--- src/rtl/rpn_pkg.sv ---
// Shared encodings for the RPN stack engine: command opcodes, ALU opcodes,
// error codes and controller states.
package rpn_pkg;

   typedef enum logic [1:0] {
      OP_PUSH  = 2'b00,
      OP_POP   = 2'b01,
      OP_ALU   = 2'b10,
      OP_CLEAR = 2'b11
   } cmd_op_e;

   typedef enum logic [2:0] {
      ALU_ADD = 3'b000,
      ALU_SUB = 3'b001,
      ALU_MUL = 3'b010,
      ALU_AND = 3'b011,
      ALU_OR  = 3'b100,
      ALU_XOR = 3'b101,
      ALU_SHL = 3'b110,
      ALU_DIV = 3'b111
   } alu_op_e;

   typedef enum logic [1:0] {
      ERR_NONE  = 2'b00,
      ERR_UNDER = 2'b01,
      ERR_OVER  = 2'b10,
      ERR_DIV0  = 2'b11
   } err_code_e;

   typedef enum logic [1:0] {
      S_IDLE,
      S_FETCH,
      S_EXEC,
      S_ERROR
   } state_e;

endpackage

--- src/rtl/rpn_stack.sv ---
// Register-array LIFO with push, pop and replace-top-two; exposes top and the
// entry beneath it. Only the entry count is reset.
module rpn_stack #(
   parameter int DATA_W = 8,
   parameter int DEPTH  = 16
) (
   input  logic                    clk,
   input  logic                    rst_n,
   input  logic                    push,
   input  logic                    pop,
   input  logic                    replace,
   input  logic                    clear,
   input  logic [DATA_W-1:0]       wr_data,
   output logic [DATA_W-1:0]       rd_top,
   output logic [DATA_W-1:0]       rd_below,
   output logic [$clog2(DEPTH):0]  count
);

   localparam int AW = $clog2(DEPTH);
   localparam int CW = AW + 1;

   logic [DATA_W-1:0] mem [DEPTH];
   logic [CW-1:0]     count_q;
   logic [CW-1:0]     top_idx;
   logic [CW-1:0]     below_idx;

   assign top_idx   = count_q - CW'(1);
   assign below_idx = count_q - CW'(2);

   always_ff @(posedge clk) begin
      if (push)
         mem[count_q[AW-1:0]] <= wr_data;
      else if (replace)
         mem[below_idx[AW-1:0]] <= wr_data;
   end

   always_ff @(posedge clk) begin
      if (!rst_n)
         count_q <= '0;
      else if (clear)
         count_q <= '0;
      else if (push)
         count_q <= count_q + CW'(1);
      else if (pop || replace)
         count_q <= count_q - CW'(1);
   end

   // Stale array contents stay hidden: an empty stack always reads as zero.
   assign rd_top   = (count_q == '0) ? '0 : mem[top_idx[AW-1:0]];
   assign rd_below = mem[below_idx[AW-1:0]];
   assign count    = count_q;

endmodule

--- src/rtl/rpn_engine.sv ---
// RPN calculator controller: command handshake, stack sequencing, a
// combinational ALU and a sticky error state cleared only by CLEAR.
module rpn_engine
   import rpn_pkg::*;
#(
   parameter int DATA_W = 8,
   parameter int DEPTH  = 16
) (
   input  logic                    CLOCK_50,
   input  logic                    rst_n,
   input  logic                    cmd_valid,
   output logic                    cmd_ready,
   input  logic [1:0]              cmd_op,
   input  logic [2:0]              cmd_alu,
   input  logic [DATA_W-1:0]       cmd_data,
   output logic [DATA_W-1:0]       top,
   output logic [$clog2(DEPTH):0]  depth,
   output logic                    done,
   output logic                    err,
   output logic [1:0]              err_code
);

   localparam int CW   = $clog2(DEPTH) + 1;
   localparam int SH_W = $clog2(DATA_W);

   state_e            state_q, state_d;
   err_code_e         code_q, code_d;
   alu_op_e           op_q;
   cmd_op_e           op_in;
   logic              done_q, done_d;
   logic              accept, latch_ab;
   logic              stk_push, stk_pop, stk_replace, stk_clear;
   logic [DATA_W-1:0] a_q, b_q, res_q, alu_res;
   logic [DATA_W-1:0] rd_top, rd_below;
   logic [CW-1:0]     count;

   rpn_stack #(.DATA_W(DATA_W), .DEPTH(DEPTH)) u_stack (
      .clk      (CLOCK_50),
      .rst_n    (rst_n),
      .push     (stk_push),
      .pop      (stk_pop),
      .replace  (stk_replace),
      .clear    (stk_clear),
      .wr_data  (stk_replace ? res_q : cmd_data),
      .rd_top   (rd_top),
      .rd_below (rd_below),
      .count    (count)
   );

   assign op_in     = cmd_op_e'(cmd_op);
   assign cmd_ready = rst_n && (state_q == S_IDLE || state_q == S_ERROR);
   assign accept    = cmd_valid && cmd_ready;

   always_comb begin
      alu_res = '0;
      unique case (op_q)
         ALU_ADD: alu_res = a_q + b_q;
         ALU_SUB: alu_res = a_q - b_q;
         ALU_MUL: alu_res = a_q * b_q;
         ALU_AND: alu_res = a_q & b_q;
         ALU_OR:  alu_res = a_q | b_q;
         ALU_XOR: alu_res = a_q ^ b_q;
         ALU_SHL: alu_res = a_q << b_q[SH_W-1:0];
         ALU_DIV: alu_res = (b_q == '0) ? '0 : a_q / b_q;
      endcase
   end

   always_comb begin
      state_d     = state_q;
      code_d      = code_q;
      done_d      = 1'b0;
      latch_ab    = 1'b0;
      stk_push    = 1'b0;
      stk_pop     = 1'b0;
      stk_replace = 1'b0;
      stk_clear   = 1'b0;
      unique case (state_q)
         S_IDLE: if (accept) begin
            unique case (op_in)
               OP_PUSH:
                  if (count == CW'(DEPTH)) begin
                     code_d  = ERR_OVER;
                     state_d = S_ERROR;
                  end else begin
                     stk_push = 1'b1;
                     done_d   = 1'b1;
                  end
               OP_POP:
                  if (count == '0) begin
                     code_d  = ERR_UNDER;
                     state_d = S_ERROR;
                  end else begin
                     stk_pop = 1'b1;
                     done_d  = 1'b1;
                  end
               OP_ALU:
                  if (count < CW'(2)) begin
                     code_d  = ERR_UNDER;
                     state_d = S_ERROR;
                  end else begin
                     latch_ab = 1'b1;
                     state_d  = S_FETCH;
                  end
               OP_CLEAR: begin
                  stk_clear = 1'b1;
                  done_d    = 1'b1;
                  code_d    = ERR_NONE;
               end
            endcase
         end
         S_FETCH: state_d = S_EXEC;
         S_EXEC:
            if (op_q == ALU_DIV && b_q == '0) begin
               code_d  = ERR_DIV0;
               state_d = S_ERROR;
            end else begin
               stk_replace = 1'b1;
               done_d      = 1'b1;
               state_d     = S_IDLE;
            end
         S_ERROR:
            if (accept && op_in == OP_CLEAR) begin
               stk_clear = 1'b1;
               done_d    = 1'b1;
               code_d    = ERR_NONE;
               state_d   = S_IDLE;
            end
      endcase
   end

   always_ff @(posedge CLOCK_50) begin
      if (!rst_n) begin
         state_q <= S_IDLE;
         code_q  <= ERR_NONE;
         done_q  <= 1'b0;
      end else begin
         state_q <= state_d;
         code_q  <= code_d;
         done_q  <= done_d;
      end
   end

   // Operands are captured at accept; the result is registered in FETCH and
   // committed to the stack in EXEC.
   always_ff @(posedge CLOCK_50) begin
      if (latch_ab) begin
         a_q  <= rd_below;
         b_q  <= rd_top;
         op_q <= alu_op_e'(cmd_alu);
      end
      if (state_q == S_FETCH)
         res_q <= alu_res;
   end

   assign top      = rd_top;
   assign depth    = count;
   assign done     = done_q;
   assign err      = (code_q != ERR_NONE);
   assign err_code = code_q;

endmodule

--- config.mk ---
export PLATFORM = sky130hd
export DESIGN_NAME = rpn_engine
export DESIGN_NICKNAME = d
export VERILOG_FILES = /design/src/rtl/rpn_pkg.sv /design/src/rtl/rpn_stack.sv /design/src/rtl/rpn_engine.sv
export SDC_FILE = /design/constraint.sdc
export NUM_CORES = 1
export LEC_CHECK = 0
export BUFFER_PORTS_ARGS = -buffer_cell sky130_fd_sc_hd__buf_2
export CAP_MARGIN = 20
export CORE_ASPECT_RATIO = 1.25
export CORE_MARGIN = 2
export CORE_UTILIZATION = 50
export DETAILED_ROUTE_END_ITERATION = 16
export PLACE_DENSITY = 0.66
export SKIP_LAST_GASP = 1
export SLEW_MARGIN = 30
export SYNTH_ARGS = -nofsm -noshare
export SYNTH_HDL_FRONTEND = slang
export SYNTH_HIERARCHICAL = 1
export SYNTH_SLANG_ARGS = --single-unit
--- constraint.sdc ---
create_clock -name CLOCK_50 -period 11.4 [get_ports CLOCK_50]
set_clock_uncertainty 0.2 [all_clocks]
set_input_delay 0.57 -clock CLOCK_50 [delete_from_list [all_inputs] [get_ports CLOCK_50]]
set_output_delay 0.57 -clock CLOCK_50 [all_outputs]
set_load 0.02 [all_outputs]
Word level (Yosys, flattened, before mapping)
Memory sizes are Yosys's and may differ from the RTL's. A register that Yosys moved wholly into a read port is not among the register bits.
Cells that the tools add are included.
{ "word_totals": {"n_memories": 1, "output_inout_bits": 18, "ram_bits": 128, "register_bits": 29, "elab_cells": 110, "input_bits": 16} }
{ "memory_table": {"columns": ["name", "depth", "word_bits", "rd", "rd_ports_with_merged_regs", "write_ports", "line_no", "rtl"], "rows": [
  ["u_stack.mem", 16, 8, 2, 1, 1, "rpn_stack.sv:22", "logic [DATA_W-1:0] mem [DEPTH];"]
]} }
{ "op_classes": {"n_eq_ne": 21, "n_mux": 50, "n_mul": 1, "add_sub_neg": 5, "n_bitwise": 4, "n_div": 1, "reduce_logical": 18, "shift": 1, "magnitude_cmp": 1} }
{ "ops": {"columns": ["cell", "count"], "rows": [
  ["8-bit case mux with 8 select lines", 1],
  ["8-bit 2-to-1 mux", 4],
  ["1-bit 2-to-1 mux", 24],
  ["2-bit 2-to-1 mux", 11],
  ["2-bit case mux with 4 select lines", 2],
  ["3-bit == test (second input constant)", 4],
  ["2-bit case mux with 3 select lines", 2],
  ["5-bit 2-to-1 mux", 2],
  ["3-bit inequality test (second input constant)", 3],
  ["8-bit adder", 1],
  ["8-bit bitwise AND", 1],
  ["8-bit by 8-bit divider with 8-bit output", 1],
  ["2-bit == test (second input constant)", 4],
  ["8-bit logical NOT", 1],
  ["8-bit by 8-bit multiplier with 8-bit output", 1],
  ["8-bit bitwise OR", 1],
  ["8-bit OR reduction", 1],
  ["8-bit by 3-bit << shifter with 8-bit output", 1],
  ["8-bit subtractor", 1],
  ["8-bit XOR", 1],
  ["7-bit AND reduction", 1],
  ["3-bit by 2-bit == test with 1-bit output (second input constant)", 2],
  ["1-bit case mux with 3 select lines", 2],
  ["5-bit by 1-bit adder with 5-bit output (second input constant)", 1],
  ["21 further kinds", 29]
]} }

Longest topological paths before layout
{ "depth": {"ltp_word": 10, "mapped_depth": 48} }

By module
Netlist, hierarchy kept.
{ "modules_own_cells": {"columns": ["module", "area_per_inst_um2", "cells_per_inst", "instances"], "rows": [
  ["rpn_stack", 6647.6, 429, 1],
  ["rpn_engine", 5132.4, 610, 1]
]} }

Least setup slack after synthesis
OpenSTA, ideal clock, no wires.
{ "synth_path": {"path_type": "reg-to-reg", "start": "register b_q[0]", "end": "register res_q[0] (data pin)", "arrival_time_ps": 10033, "path_buffers": 2, "path_slack_ps": 908, "stages_incl_launch_ff": 45, "setup_time_ps": 259, "cell_sequence": "edfxtp_1 > clkbuf_1 > inv_1 > ha_1 > a41oi_1 > a21oi_1 > ha_1 > o21ai_0 > a211oi_1 > mux2_2 > ha_1 > o211ai_1 > a211oi_4 > mux2_2 > inv_1 > ha_1 > o211a_1 > o21a_1 > (+9 left out) > inv_1 > ha_1 > and3_1 > a21oi_1 > nor3_1 > a21o_1 > ha_1 > o211ai_1 > a21oi_1 > o21ai_0 > a21oi_1 > mux2_2 > ha_1 > o21a_1 > o21a_1 > o211ai_1 > a21oi_1 > o31a_1"} }
{ "synth_via": {"elab_chain_cells": 3} }
{ "synth_rtl": {"columns": ["item", "line_no", "rtl"], "rows": [
  ["from (decl)", "rpn_engine.sv:33", "logic [DATA_W-1:0] a_q, b_q, res_q, alu_res;"],
  ["from (signal assigned)", "rpn_engine.sv:148", "b_q <= rd_top;"],
  ["8-bit by 8-bit divider with 8-bit output / 8-bit logical NOT (equally long branches)", "rpn_engine.sv:64", "ALU_DIV: alu_res = (b_q == '0) ? '0 : a_q / b_q;"],
  ["8-bit 2-to-1 mux", "rpn_engine.sv:64", null],
  ["8-bit case mux with 8 select lines *", "rpn_engine.sv:56", "unique case (op_q)"],
  ["via alu_res[0]", "rpn_engine.sv:33", null],
  ["to (signal assigned)", "rpn_engine.sv:152", "res_q <= alu_res;"],
  ["to (decl)", "rpn_engine.sv:33", null]
]} }
The timed path passes the listed nets; every way through them passes the cells marked *.
A chain may end at the register's enable or synchronous reset.

Worst setup path in the final report
{ "layout_path": {"start": "register b_q[6]", "end": "register res_q[0] (data pin)"} }
{ "layout_via": {"elab_chain_cells": 3} }
{ "layout_rtl": {"columns": ["item", "line_no"], "rows": [
  ["8-bit by 8-bit divider with 8-bit output / 8-bit logical NOT (equally long branches)", "rpn_engine.sv:64"],
  ["8-bit 2-to-1 mux *", "rpn_engine.sv:64"],
  ["8-bit case mux with 8 select lines *", "rpn_engine.sv:56"],
  ["via alu_res[0]", "rpn_engine.sv:33"]
]} }
Marked as above.

==> metrics.md <==
| Metric | Value |
|---|---|
| Leading area contributor after synthesis | edfxtp_1 |
| CP arrival | 10.75 ns |
| Crit end category | flip-flop |
| DRC Markers | 0 |
| Worst VDD drop | 0.153 mV |
| GR Util met1 | 0.298 |
| CP delay by family, top | compound AO/OA/AOI/OAI gates |
| Area share of the largest cell type after synthesis | 0.395 |
| Share of layout cells above drive strength 1 | 0.170 |
| Hold worst-path end | op_q[1]$_DFFE_PP_ |
| GRT overflow | 0 |
| Slew headroom | 0.276 |
| Synth Cell Area | 0.0118 mm2 |
| Critical Path Stages | 44 |
| Netlist cell types | 82 |
| CTS Root Cell | clkbuf_16 |
| Area contributors post-synth | edfxtp_1, ha_1, mux4_2 |
| CP peak stage delay | 0.51 ns |
| Complex-gate fraction of the synthesized area | 0.124 |
| Fin util | 0.559 |
| Core ar. | 0.0230 mm2 |
| Hold Startpoint | cmd_alu[1] |
| Clk buf depth | 2 |
| GR peak layer | met2 |
| Via count | 8650 |
| Clock transition at the registers of the reported paths | 0.06 ns |
| Core Rows | 62 |
| First-pass GRT wire length | 48500 um |
| Worst-Margin Slew | 1.06 ns |
| Initial Util | 0.511 |
| Combinational group share of total power | 0.509 |
| Fin. max-slew vios | 0 |
| Final hold vios | 0 |
| DP Cell Count | 1336 |
| Setup_tns | 0 ns |
| Number of synthesized flops with an enable pin | 155 |
| Met2 GRT Util | 0.475 |
| Sw power | 1.19 mW |
| Crit-path max FO | 9 |
| Clk_lat worst skew | 0.43 ns |
| CTS H-tree lvls | 4 |
| Syn_nets | 1162 |
| Worst Hold Class | in2reg |
| CTS tree | yes |
| TritonRoute pass-1 iters | 6 |
| Num CTS Buffers | 17 |
| Synth Area in Adders | 0.122 |
| Ys async rst share | 0 |
| FF+latch count, synth | 165 |
| Finish-stage setup viols | 0 |
| Main combinational cell family by area after synthesis | multiplexers |
| Synth Warn # | 6 |
| Crit path launch type | flip-flop |
| Dominant synthesized flop cell | edfxtp_1 |
| Sequential share of power | 0.279 |
| Num Clock Sinks | 165 |
| Vias per cell | 6.31 |
| Outcome | complete, no violations |
| Final #Nets | 1193 |
| WL final | 31800 um |
| Sequential area share after synthesis | 0.412 |
| Reg2reg end | res_q[0]$_DFFE_PP_ |
| Most used cell along the critical path | ha_1 |
| WL/cell | 23.2 um |
| Fmax | 92.9 MHz |
| Min Tclk post-route | 10.76 ns |
| Vias in the first global route | 8672 |
| Diode count | 0 |
| Sw Ratio | 0.418 |
| Die Ht | 176 um |
| HPWL after DPL | 22400 um |
| Internal | 1.66 mW |
| Simple-gate share of the synthesized area | 0.114 |
| Syn Inst Count | 1039 |
| Worst R2R Path Depth | 44 |
| Die Wd | 141 um |
| I/O pin cnt | 34 |
| Final non-filler cell total | 1371 |
| Largest net degree at the start of global routing | 66 |
| Critical path class | reg2reg |
| Worst R2R Setup Slack | 0.64 ns |
| Reg-to-Reg Start | b_q[6]$_DFFE_PP_ |
| Xor/xnor share of the synthesized area | 0.0362 |
| Antenna violations before repair | 0 |
| Critical Path RT | 11.39 ns |
| Pwr/cell area | 221 mW/mm2 |
| Hold Crit Depth | 1 |
| Syn Area/Cell | 11.3 um2 |
| Gpl congestion | 0.934 |
| Buffers and inverters on the worst path | 3 |
| Syn-to-layout area delta | 9.42% |
| GRT Total Usage | 0.260 |
| Total of max-cap violations | 0 |
| Static Leakage | 4.83 nW |
| Clock network power share | 0.212 |
| CP max-delay cell | edfxtp_1 |
| Iteration-0 DRC Markers | 681 |
| Tcrit/Tclk final | 0.944 |
| Full die area | 0.0248 mm2 |
| Port bufs | 33 |
| M3 GR Usage | 0.0365 |
| DRT antenna net count | 0 |
| Multiplexer share of the synthesized area | 0.149 |
| Total power | 2.84 mW |
==> worst max path at each step <==
stage	startpoint	to	slack [ns]
CTS	b_q[6]$_DFFE_PP_	res_q[0]$_DFFE_PP_	0.43
floorplan	b_q[0]$_DFFE_PP_	res_q[0]$_DFFE_PP_	0.91
global route	b_q[6]$_DFFE_PP_	res_q[0]$_DFFE_PP_	-0.08
detailed placement	b_q[6]$_DFFE_PP_	res_q[0]$_DFFE_PP_	0.45
global placement	b_q[6]$_DFFE_PP_	res_q[0]$_DFFE_PP_	0.88
finish	b_q[6]$_DFFE_PP_	res_q[0]$_DFFE_PP_	0.64
==> layout by cell type (no fill, tap or decap), types with 35 or more instances in the layout <==
master | synthesis | routed
nor2_1 | 96 | 91
edfxtp_1 | 155 | 155
mux2_2 | 40 | 40
ha_1 | 94 | 93
nand2_1 | 57 | 57
mux2i_1 | 46 | 46
inv_1 | 59 | 59
a21oi_1 | 45 | 43
xnor2_1 | 35 | 35
nand3_1 | 40 | 40
==> cell usage after synthesis (4+ instances only) <==
| master | instances |
|---|---|
| nand3_1 | 40 |
| clkbuf_1 | 15 |
| a21o_1 | 11 |
| dfxtp_1 | 10 |
| nor3_1 | 20 |
| or2_2 | 5 |
| nand4_1 | 10 |
| nor2_1 | 96 |
| a32oi_1 | 7 |
| nand2_1 | 57 |
| and2_1 | 4 |
| a211o_1 | 5 |
| ha_1 | 94 |
| edfxtp_1 | 155 |
| buf_6 | 7 |
| nand2b_1 | 11 |
| o211ai_1 | 8 |
| o32ai_1 | 8 |
| inv_1 | 59 |
| o21ai_0 | 33 |
| mux2i_1 | 46 |
| or3_1 | 7 |
| a31oi_1 | 4 |
| mux4_2 | 23 |
| o22ai_1 | 20 |
| mux2_1 | 8 |
| fa_1 | 13 |
| a211oi_1 | 6 |
| buf_2 | 11 |
| o21a_1 | 10 |
| nor2b_1 | 6 |
| mux4_1 | 8 |
| a21oi_1 | 45 |
| xnor2_1 | 35 |
| mux2_2 | 40 |
| xor2_1 | 10 |
| buf_4 | 9 |
| a22oi_1 | 20 |
==> flip-flops by register name (all words and copies together), names as in the netlist <==
signal / count
u_stack/mem: 128
b_q: 8
err_code: 2
done: 1
op_q: 3
state_q: 2
res_q: 8
a_q: 8
u_stack/count: 5
==> cells by family after synthesis <==
kind of cell             Yosys count
flip-flops                       165
adder cells (fa/ha/maj)          107
multiplexers                     126
AO/OA/AOI/OAI                    212
buffers and inverters            106
XOR/XNOR                          47
AND/OR/NAND/NOR                  276
==> stage by stage <==
| stage | setup slack [ns] | hold slack, ns | cell area (um2) |
|---|---|---|---|
| after floorplan | 0.908 | 0.312 | 11800 |
| after global placement | 0.883 | 0.306 | 12200 |
| after detailed placement | 0.453 | 0.310 | 12200 |
| after CTS | 0.425 | 0.109 | 12800 |
| after global routing | -0.0767 | 0.112 | 12900 |
| final | 0.640 | 0.119 | 12900 |
==> power by group through the flow <==
stage                     Combinational (mW)  Sequential, mW  Clock (mW)
after CTS                               1.42           0.792       0.611
after detailed placement                1.40           0.805           0
final                                   1.45           0.793       0.602
after global routing                    1.54           0.797       0.632
after floorplan                         1.02           0.802           0
after global placement                  1.40           0.804           0
==> layout make-up <==
type / count / area (um2)
fillers: 1972 / 10100
multi-input cells: 768 / 6460
flip-flops and latches: 165 / 4860
clock buffers: 17 / 425
repair buffers: 58 / 373
well taps: 288 / 360
inverters: 60 / 225
clock inverters: 15 / 194
==> metal layers <==
layer  vias up  routed length [um]
met3        82                1560
met4         0                1330
met1      4242               12100
met5         -                   0
li1       4007                   -
met2       319               16800
==> repair_timing <==
action / in CTS / in global routing
setup endpoints to repair: 0 / 1
resized for setup: 0 / 5
hold buffers: 0 / 0
setup buffers: 0 / 2
Note: power is estimated with default switching activity, not from simulation.
